<file path="src/rtl/pipe_hazard_tracker_pkg.sv">
// Shared definitions for the decode-stage hazard tracker: register ID width,
// forwarding select encodings, the in-flight writer tag, and small helpers.
package pipe_hazard_tracker_pkg;

    localparam int REG_ID_W = 3;
    localparam int NUM_REGS = 8;

    typedef enum logic [1:0] {
        FWD_RF = 2'b00,
        FWD_XM = 2'b01,
        FWD_MW = 2'b10
    } fwd_sel_e;

    typedef struct packed {
        logic                valid;
        logic                write_en;
        logic                mem_read;
        logic [REG_ID_W-1:0] reg_rd;
    } tag_t;

    // A tag only matches when it is a live register writer for that ID.
    function automatic logic tag_match(input tag_t t, input logic [REG_ID_W-1:0] r);
        return t.valid & t.write_en & (t.reg_rd == r);
    endfunction

    // One-hot destination of a live writer, zero otherwise.
    function automatic logic [NUM_REGS-1:0] tag_onehot(input tag_t t);
        logic [NUM_REGS-1:0] one_s;
        one_s = {{(NUM_REGS-1){1'b0}}, 1'b1};
        if (t.valid & t.write_en) begin
            return one_s << t.reg_rd;
        end else begin
            return {NUM_REGS{1'b0}};
        end
    endfunction

    // Forwarding select for one source: youngest live writer wins. A load in
    // X never forwards (the stall keeps the reader in D); anything matching
    // only in W is covered by write-before-read in the register file.
    function automatic fwd_sel_e fwd_select(input logic rd_en,
                                            input logic [REG_ID_W-1:0] r,
                                            input tag_t tx,
                                            input tag_t tm);
        if (!rd_en) begin
            return FWD_RF;
        end else if (tag_match(tx, r)) begin
            return tx.mem_read ? FWD_RF : FWD_XM;
        end else if (tag_match(tm, r)) begin
            return FWD_MW;
        end else begin
            return FWD_RF;
        end
    endfunction

endpackage

</file>
<file path="src/rtl/pipe_hazard_tracker_if.sv">
// Decode-side bundle: decode instruction fields and pipeline control in,
// stall/forwarding metadata out.
interface pipe_hazard_tracker_if;
    logic        D_valid;
    logic        D_writeEn;
    logic        D_memRead;
    logic [2:0]  D_regRd;
    logic        D_readRs;
    logic        D_readRt;
    logic [2:0]  D_regRs;
    logic [2:0]  D_regRt;
    logic        stall_ext;
    logic        flush;
    logic        stall_D;
    logic [1:0]  fwdSelRs;
    logic [1:0]  fwdSelRt;
    logic [7:0]  pendMask;
    logic [15:0] stallCnt;

    modport master (
        output D_valid, D_writeEn, D_memRead, D_regRd,
        output D_readRs, D_readRt, D_regRs, D_regRt,
        output stall_ext, flush,
        input  stall_D, fwdSelRs, fwdSelRt, pendMask, stallCnt
    );

    modport slave (
        input  D_valid, D_writeEn, D_memRead, D_regRd,
        input  D_readRs, D_readRt, D_regRs, D_regRt,
        input  stall_ext, flush,
        output stall_D, fwdSelRs, fwdSelRt, pendMask, stallCnt
    );
endinterface

</file>
<file path="src/rtl/pipe_hazard_tracker_tag_stage.sv">
// One pipeline tag flop: holds while frozen, otherwise takes the incoming
// tag or an invalid bubble.
module hazard_tag_stage
    import pipe_hazard_tracker_pkg::*;
(
    input  logic clk,
    input  logic rst_n,
    input  logic advance_i,
    input  logic load_i,
    input  tag_t tag_i,
    output tag_t tag_o
);

    tag_t tag_q;
    tag_t tag_d;

    // Next tag: hold when frozen, else load or insert a bubble.
    always_comb begin
        tag_d = tag_q;
        if (advance_i) begin
            if (load_i) begin
                tag_d = tag_i;
            end else begin
                tag_d = '0;
            end
        end else begin
            tag_d = tag_q;
        end
    end

    // Tag register, cleared asynchronously to an invalid entry.
    always_ff @(posedge clk or negedge rst_n) begin
        if (!rst_n) begin
            tag_q <= '0;
        end else begin
            tag_q <= tag_d;
        end
    end

    assign tag_o = tag_q;

endmodule

</file>
<file path="src/rtl/pipe_hazard_tracker.sv">
// Decode-stage hazard tracker: X/M/W writer tags, load-use stall,
// registered forwarding selects for the instruction in X, pending-write mask
// and a saturating stall-cycle counter.
module pipe_hazard_tracker
    import pipe_hazard_tracker_pkg::*;
(
    input  logic                 clk,
    input  logic                 rst_n,
    pipe_hazard_tracker_if.slave hz
);

    tag_t     tag_x_s, tag_m_s, tag_w_s;
    tag_t     d_tag_s;
    logic     advance_s, kill_s, load_x_s, stall_d_s;
    logic     rs_hit_s, rt_hit_s;
    logic     flush_pend_q, flush_pend_d;
    fwd_sel_e fwd_rs_q, fwd_rs_d, fwd_rt_q, fwd_rt_d;
    logic [15:0] cnt_q, cnt_d;

    assign advance_s = ~hz.stall_ext;
    assign kill_s    = hz.flush | flush_pend_q;
    assign d_tag_s   = '{valid: hz.D_valid, write_en: hz.D_writeEn,
                         mem_read: hz.D_memRead, reg_rd: hz.D_regRd};
    assign rs_hit_s  = hz.D_readRs & tag_match(tag_x_s, hz.D_regRs);
    assign rt_hit_s  = hz.D_readRt & tag_match(tag_x_s, hz.D_regRt);
    assign load_x_s  = hz.D_valid & ~stall_d_s & ~kill_s;

    // Load-use stall: a load in X feeding a source read in D; a kill wins.
    always_comb begin
        stall_d_s = 1'b0;
        if (kill_s) begin
            stall_d_s = 1'b0;
        end else if (hz.D_valid & tag_x_s.mem_read) begin
            stall_d_s = rs_hit_s | rt_hit_s;
        end else begin
            stall_d_s = 1'b0;
        end
    end

    hazard_tag_stage u_tag_x (.clk(clk), .rst_n(rst_n), .advance_i(advance_s),
                              .load_i(load_x_s), .tag_i(d_tag_s), .tag_o(tag_x_s));
    hazard_tag_stage u_tag_m (.clk(clk), .rst_n(rst_n), .advance_i(advance_s),
                              .load_i(1'b1), .tag_i(tag_x_s), .tag_o(tag_m_s));
    hazard_tag_stage u_tag_w (.clk(clk), .rst_n(rst_n), .advance_i(advance_s),
                              .load_i(1'b1), .tag_i(tag_m_s), .tag_o(tag_w_s));

    // Next-state for pending flush, forwarding selects and stall counter.
    always_comb begin
        flush_pend_d = flush_pend_q;
        fwd_rs_d     = fwd_rs_q;
        fwd_rt_d     = fwd_rt_q;
        cnt_d        = cnt_q;
        if (advance_s) begin
            // The pending flush has killed D this cycle; drop it.
            flush_pend_d = 1'b0;
            if (load_x_s) begin
                fwd_rs_d = fwd_select(hz.D_readRs, hz.D_regRs, tag_x_s, tag_m_s);
                fwd_rt_d = fwd_select(hz.D_readRt, hz.D_regRt, tag_x_s, tag_m_s);
            end else begin
                fwd_rs_d = FWD_RF;
                fwd_rt_d = FWD_RF;
            end
            if (stall_d_s && (cnt_q != 16'hFFFF)) begin
                cnt_d = cnt_q + 16'd1;
            end else begin
                cnt_d = cnt_q;
            end
        end else begin
            // Frozen: remember a flush so it still kills D once we move.
            if (hz.flush) begin
                flush_pend_d = 1'b1;
            end else begin
                flush_pend_d = flush_pend_q;
            end
        end
    end

    // Control state registers.
    always_ff @(posedge clk or negedge rst_n) begin
        if (!rst_n) begin
            flush_pend_q <= 1'b0;
            fwd_rs_q     <= FWD_RF;
            fwd_rt_q     <= FWD_RF;
            cnt_q        <= 16'd0;
        end else begin
            flush_pend_q <= flush_pend_d;
            fwd_rs_q     <= fwd_rs_d;
            fwd_rt_q     <= fwd_rt_d;
            cnt_q        <= cnt_d;
        end
    end

    assign hz.stall_D  = stall_d_s;
    assign hz.fwdSelRs = fwd_rs_q;
    assign hz.fwdSelRt = fwd_rt_q;
    assign hz.pendMask = tag_onehot(tag_x_s) | tag_onehot(tag_m_s) | tag_onehot(tag_w_s);
    assign hz.stallCnt = cnt_q;

endmodule

</file>
<file path="src/flat_wrapper.sv">
// flat-port wrapper written by rule: the top's interface ports become plain ports
module pipe_hazard_tracker_flat import pipe_hazard_tracker_pkg::*;
  (clk, rst_n, hz_D_valid, hz_D_writeEn, hz_D_memRead, hz_D_regRd, hz_D_readRs, hz_D_readRt, hz_D_regRs, hz_D_regRt, hz_stall_ext, hz_flush, hz_stall_D, hz_fwdSelRs, hz_fwdSelRt, hz_pendMask, hz_stallCnt);
  pipe_hazard_tracker_if hz_i ();
  input  logic clk;
  input  logic rst_n;
  input wire logic [$bits(hz_i.D_valid)-1:0] hz_D_valid;
  input wire logic [$bits(hz_i.D_writeEn)-1:0] hz_D_writeEn;
  input wire logic [$bits(hz_i.D_memRead)-1:0] hz_D_memRead;
  input wire logic [$bits(hz_i.D_regRd)-1:0] hz_D_regRd;
  input wire logic [$bits(hz_i.D_readRs)-1:0] hz_D_readRs;
  input wire logic [$bits(hz_i.D_readRt)-1:0] hz_D_readRt;
  input wire logic [$bits(hz_i.D_regRs)-1:0] hz_D_regRs;
  input wire logic [$bits(hz_i.D_regRt)-1:0] hz_D_regRt;
  input wire logic [$bits(hz_i.stall_ext)-1:0] hz_stall_ext;
  input wire logic [$bits(hz_i.flush)-1:0] hz_flush;
  output wire logic [$bits(hz_i.stall_D)-1:0] hz_stall_D;
  output wire logic [$bits(hz_i.fwdSelRs)-1:0] hz_fwdSelRs;
  output wire logic [$bits(hz_i.fwdSelRt)-1:0] hz_fwdSelRt;
  output wire logic [$bits(hz_i.pendMask)-1:0] hz_pendMask;
  output wire logic [$bits(hz_i.stallCnt)-1:0] hz_stallCnt;
  assign hz_i.D_valid = hz_D_valid;
  assign hz_i.D_writeEn = hz_D_writeEn;
  assign hz_i.D_memRead = hz_D_memRead;
  assign hz_i.D_regRd = hz_D_regRd;
  assign hz_i.D_readRs = hz_D_readRs;
  assign hz_i.D_readRt = hz_D_readRt;
  assign hz_i.D_regRs = hz_D_regRs;
  assign hz_i.D_regRt = hz_D_regRt;
  assign hz_i.stall_ext = hz_stall_ext;
  assign hz_i.flush = hz_flush;
  assign hz_stall_D = hz_i.stall_D;
  assign hz_fwdSelRs = hz_i.fwdSelRs;
  assign hz_fwdSelRt = hz_i.fwdSelRt;
  assign hz_pendMask = hz_i.pendMask;
  assign hz_stallCnt = hz_i.stallCnt;
  pipe_hazard_tracker u_core (.clk(clk), .rst_n(rst_n), .hz(hz_i));
endmodule
</file>
<file path="config.mk">
export PLATFORM = sky130hd
export DESIGN_NAME = pipe_hazard_tracker_flat
export DESIGN_NICKNAME = d
export VERILOG_FILES = /design/src/rtl/pipe_hazard_tracker_pkg.sv /design/src/rtl/pipe_hazard_tracker_if.sv /design/src/rtl/pipe_hazard_tracker_tag_stage.sv /design/src/rtl/pipe_hazard_tracker.sv /design/src/flat_wrapper.sv
export SDC_FILE = /design/constraint.sdc
export NUM_CORES = 1
export LEC_CHECK = 0
export ABC_AREA = 0
export CORE_MARGIN = 2
export CORE_UTILIZATION = 50
export DETAILED_ROUTE_END_ITERATION = 10
export MAX_ROUTING_LAYER = met4
export PLACE_DENSITY_LB_ADDON = 0.15
export SLEW_MARGIN = 5
export SYNTH_ARGS = -nofsm -noshare
export SYNTH_HDL_FRONTEND = slang
export SYNTH_SLANG_ARGS = --single-unit
</file>
<file path="constraint.sdc">
create_clock -name clk -period 2.05 [get_ports clk]
set_input_delay 0.41 -clock clk [delete_from_list [all_inputs] [get_ports clk]]
set_output_delay 0.41 -clock clk [all_outputs]
set_load 0.02 [all_outputs]
</file>
# Yosys cells after proc, flatten, opt, wreduce, memory -nomap -nowiden
# Index checks and enable logic that the tools add are counted.
# word_totals
mem_count	0
ff_bits	37
mem_bits_rw	0
latch_bits	0
mem_bits_ro	0
inputBits	18
# op_classes
n_reduce_logical	2
mul	0
order_cmp	0
div_mod_pow	0
eq_ne	6
shifts	3
bitwise	19
n_mux	17
addsub	1
# op_table
op	count
$mux W8	3
$shl A1 B3 Y8 const A	3
$add A16 B1 Y16 const B	1
$mux W2	8
$ne A16 B16 Y1 const B	1
$or A8 B8 Y8	2
$and A1 B1 Y1	12
$eq A3 B3 Y1	4
$mux W6	1
$mux W1	5
$not A1 Y1	3
$ne A2 B1 Y1 const B	1
$or A1 B1 Y1	2
$reduce_and A2 Y1	1
$logic_and A1 B1 Y1	1

# Longest topological paths before layout
# depth
word_depth	10
ltp_mapped	6

# Cells and area by module
# From an unflattened synthesis, not the netlist that was laid out.
# unflattened
cells_unflattened	238
area_unflattened_um2	2179.6
# modules_own_cells
mod	area_each_um2	seq_area_each_um2	n_inst	cells_per_inst
pipe_hazard_tracker	1458.9	525.5	1	163
hazard_tag_stage	240.2	150.1	3	25

# Worst setup path before layout
# Ideal clock, no wire load.
# synth_timing
kind	register -> output
from	register u_core.u_tag_m.tag_q (netlist bit u_core.u_tag_m.tag_o[0])
to	output port hz_pendMask[5]
n_path_buf	1
path_stages_with_launch	4
arrival_ns	1.552
t_required_ns	1.640
setup_slack_ns	0.088
cell_sequence	dfrtp_1 clkbuf_1 inv_1 o311ai_0
# synth_via
elab_chain_len	4
# synth_rtl
element	line_no	source
start, declared	pipe_hazard_tracker_tag_stage.sv:14	tag_t tag_q;
start signal, assigned	pipe_hazard_tracker_tag_stage.sv:36	tag_q <= tag_d;
$shl A1 B3 Y8	pipe_hazard_tracker_pkg.sv:31	return one_s << t.reg_rd;
$mux W8	pipe_hazard_tracker_pkg.sv:30	if (t.valid & t.write_en) begin
$or A8 B8 Y8 (2 in a row)	pipe_hazard_tracker.sv:96	assign hz.pendMask = tag_onehot(tag_x_s) | tag_onehot(tag_m_s) | tag_onehot(tag_w_s);
end, declared	flat_wrapper.sv:20	output wire logic [$bits(hz_i.pendMask)-1:0] hz_pendMask;
# Every way passes these cells.

# Worst setup path after layout
# layout_timing
from	input port hz_D_readRt
to	register u_core.cnt_q[13], in the netlist u_core.hz.stallCnt[13]
# layout_via
elab_chain_len	6
# layout_rtl
element	line_no	source
start, declared	flat_wrapper.sv:12	input wire logic [$bits(hz_i.D_readRt)-1:0] hz_D_readRt;
$and A1 B1 Y1	pipe_hazard_tracker.sv:25	assign rt_hit_s = hz.D_readRt & tag_match(tag_x_s, hz.D_regRt);
$or A1 B1 Y1	pipe_hazard_tracker.sv:34	stall_d_s = rs_hit_s | rt_hit_s;
$mux W1	pipe_hazard_tracker.sv:33	end else if (hz.D_valid & tag_x_s.mem_read) begin
$mux W1	pipe_hazard_tracker.sv:31	if (kill_s) begin
$logic_and A1 B1 Y1	pipe_hazard_tracker.sv:63	if (stall_d_s && (cnt_q != 16'hFFFF)) begin
$reduce_and A2 Y1 (no line)	n/a	
end signal, assigned	pipe_hazard_tracker.sv:89	cnt_q <= cnt_d;
end, declared	pipe_hazard_tracker.sv:18	logic [15:0] cnt_q, cnt_d;
# Every way passes these cells.
# A chain may end at the register's enable or synchronous reset.

==> results.md <==
* Fraction of layout cells with a size suffix above 1 at 31.8%
* Worst skew pair latency at 0.29 ns
* Clock-pin slew on the worst setup and hold paths at 0.08 ns
* CTS H-tree lvls at 2
* Share of flip-flops with an asynchronous set or reset at 100%
* Crit path time final at 2.16 ns
* Hold Buf Count CTS at 0
* Routed len/inst at 16.2 um
* Setup Skew at 0.00484 ns
* Core Area at 0.00394 sq mm
* Full die area at 0.00458 sq mm
* Clock Tree Buf Depth at 2
* Initial antenna violation count at 0
* # setup viols final at 7
* Overall Power at 0.00149 W
* Die Ht at 67.7 um
* Largest net degree at the start of global routing at 38
* Area growth syn-to-layout at 45.9%
* Max frequency at 462 MHz
* Worst EP arrival at 2.38 ns
* Critical Path RT at 2.26 ns
* Slew HR at 63.5%
* Sequential fraction of the synthesis area at 45.7%
* Final period util at 106%
* Post-Syn Area at 0.00203 sq mm
* Final hold vios at 0
* Status: finished, violations left
* Final nets at 292
* Worst VDD drop at 0.489 mV
* Mapped Avg Cell Area at 10.6 sq um
* Yosys warning count at 0
* Initial Util at 51.4%
* Filler cells at 276
* PnR worst setup slack at -0.114 ns
* Iter 0 DRT Violations at 107
* Critical-path maximum fanout at 8
* Detailed-route DRC error count at 0
* Placer Congestion at 0.780
* HP Class: reg2reg
* Setup crit start kind: input pin
* Top_reg_cell synth: dfrtp_1
* Measured slew at the worst slew-check pin at 0.546 ns
* Failing checks: negative setup slack
* GR Overflow Total at 0
* Io pins at 47
* # rows at 23
* Clk root buf: clkbuf_8
* Detail Route Antenna Nets at 0
* Power Density at 504 mW/mm^2
* Leakage at 1.38 nW
* CTS tree: done
* DRT Pass-1 Iters at 4
* Synth cell types at 40
* Final max-slew violation count at 0
* Diodes inserted at 0
* Via density at 5.60
* Cell area after layout at 0.00296 sq mm
* Fin util at 75.0%
* Die X at 67.7 um
* Synth Register Bits at 37
* Num CTS Buffers at 5
* Vias in the first global route at 1,756
* I/O Buffers at 46
* Dpl hpwl at 3540 um
* Post-Synthesis Cells at 192
* Kind of critical path: in2reg
* Max cap viols at 0
* Global-route wire length before repair at 8290 um
* Drt total wl at 5260 um
* Post-synth EDFFs at 0
* Total negative slack at -0.599 ns
* CP endpoint kind: flip-flop
* Tot GR Track Use at 25.1%
* Routed via count at 1,813
* RSZ-0062 raised after global routing: true
* Placed inst area at 0.00274 sq mm
* Post-Place Worst Slack at -0.640 ns
* Syn nets at 211
* Clk sinks at 37
[synth_stat cells, types with 3 or more instances]
| cell | instances | area share, % |
|---|---|---|
| dfrtp_1 | 37 | 46 |
| nand2_1 | 24 | 4.4 |
| xnor2_1 | 14 | 6.0 |
| nor2_1 | 12 | 2.2 |
| nand3_1 | 11 | 2.7 |
| mux2_2 | 10 | 5.6 |
| nand4_1 | 10 | 3.1 |
| xor2_1 | 10 | 4.3 |
| nor3_1 | 6 | 1.5 |
| a22o_1 | 5 | 2.2 |
| and3_1 | 5 | 1.5 |
| nor2b_1 | 5 | 1.5 |
| clkbuf_1 | 4 | 0.74 |
| nor4_1 | 3 | 0.93 |
| o31ai_1 | 3 | 1.1 |
[metal layers]
layer  GRT usage (%)  wire length (um)
met1            30.5              2120
met2            42.2              2800
met3            4.83               258
met4            8.16                76
met5               -                 0
[critical path, cell delays in order]
cell             delay, ns
clkdlybuf4s50_1       0.50
nand3_1               0.11
nand4bb_4             0.22
buf_6                 0.15
a2111o_2              0.53
nor4_4                0.28
xor2_1                0.17
[where the power goes]
part	switching [W]	internal [W]
sequential	0.0000229	0.000752
clock	0.000261	0.000234
combinational	0.000101	0.000119
[what timing repair did]
| action | CTS | global route |
|---|---|---|
| endpoints found under the setup margin | 20 | 25 |
| buffers inserted | 6 | 1 |
| pin swaps | 11 | 5 |
| gates resized for setup | 50 | 23 |
| hold endpoints to repair | 0 | 0 |
[state kept, by name, indices dropped and copies added (netlist names)]
| name | cells |
|---|---|
| u_core.hz.fwdSelRs | 2 |
| u_core.u_tag_m.tag_o | 5 |
| u_core.u_tag_w.tag_o | 5 |
| u_core.hz.stallCnt | 16 |
| u_core.hz.fwdSelRt | 2 |
| u_core.flush_pend_q | 1 |
| u_core.u_tag_x.tag_o | 6 |
[final timing paths]
kind | to | slack [ns] | from | depth (start not counted)
hold reg to reg | u_core.hz.stallCnt[15] | 0.50 | u_core.hz.stallCnt[15] | 1
setup / recovery | u_core.hz.stallCnt[13] | -0.11 | hz_D_readRt | 7
max in group asynchronous | u_core.u_tag_x.tag_o[2] | 1.17 | rst_n | 2
min in group asynchronous | u_core.hz.stallCnt[0] | 0.53 | rst_n | 2
hold / removal | u_core.hz.stallCnt[15] | 0.50 | u_core.hz.stallCnt[15] | 1
setup reg to reg | u_core.hz.stallCnt[13] | -0.09 | u_core.u_tag_x.tag_o[1] | 7
[per-stage QoR]
step	cells	hold slack, ns
global placement	310	0.477
global route	324	0.517
CTS	323	0.502
finish	324	0.497
detailed placement	310	0.488
floorplan	192	0.114
[layout by cell type, fill, tap and decap left out, types with 2 or more instances in the layout]
cell type | netlist | final
nand3_1 | 11 | 9
clkdlybuf4s50_1 | 0 | 30
xor2_1 | 10 | 10
buf_4 | 0 | 32
nand3_2 | 0 | 2
inv_1 | 2 | 2
a32o_1 | 2 | 2
nand3b_1 | 2 | 2
clkinv_2 | 0 | 2
nor2b_1 | 5 | 3
dlygate4sd2_1 | 0 | 7
dfrtp_2 | 0 | 2
clkbuf_2 | 0 | 3
buf_6 | 1 | 5
nor4_2 | 0 | 2
nand2_1 | 24 | 23
xnor2_1 | 14 | 13
and3_1 | 5 | 5
nand4_1 | 10 | 10
clkbuf_8 | 0 | 5
a22o_1 | 5 | 5
xnor2_4 | 1 | 2
nand4bb_4 | 1 | 2
dfrtp_1 | 37 | 35
buf_2 | 2 | 5
mux2_2 | 10 | 10
o31ai_1 | 3 | 2
a22oi_1 | 2 | 2
nor2_1 | 12 | 11
xnor2_2 | 2 | 2
nor3_1 | 6 | 5
[cell families (layout without fill, tap and decap cells)]
| logic type | Yosys count | in the layout | share of synthesized area, % |
|---|---|---|---|
| compound gates | 22 | 22 | 9.81 |
| mux | 10 | 10 | 5.56 |
| simple gates | 85 | 85 | 22.7 |
| buf+inv | 10 | 92 | 2.35 |
| flops | 37 | 37 | 45.7 |
| fa+ha+maj | 1 | 1 | 0.617 |
| xor+xnor | 27 | 27 | 13.3 |
[area by class of cell]
cell class / instances / area [sq um] / area share (%)
Inverter: 2 / 7.51 / 0.254
Tap cell: 50 / 62.6 / 2.12
Clock buffer: 5 / 68.8 / 2.33
Sequential cell: 37 / 928 / 31.4
Multi-Input combinational cell: 145 / 1170 / 39.7
Clock inverter: 3 / 17.5 / 0.592
Timing Repair Buffer: 82 / 698 / 23.6
Power figures use the tool's default switching activity.
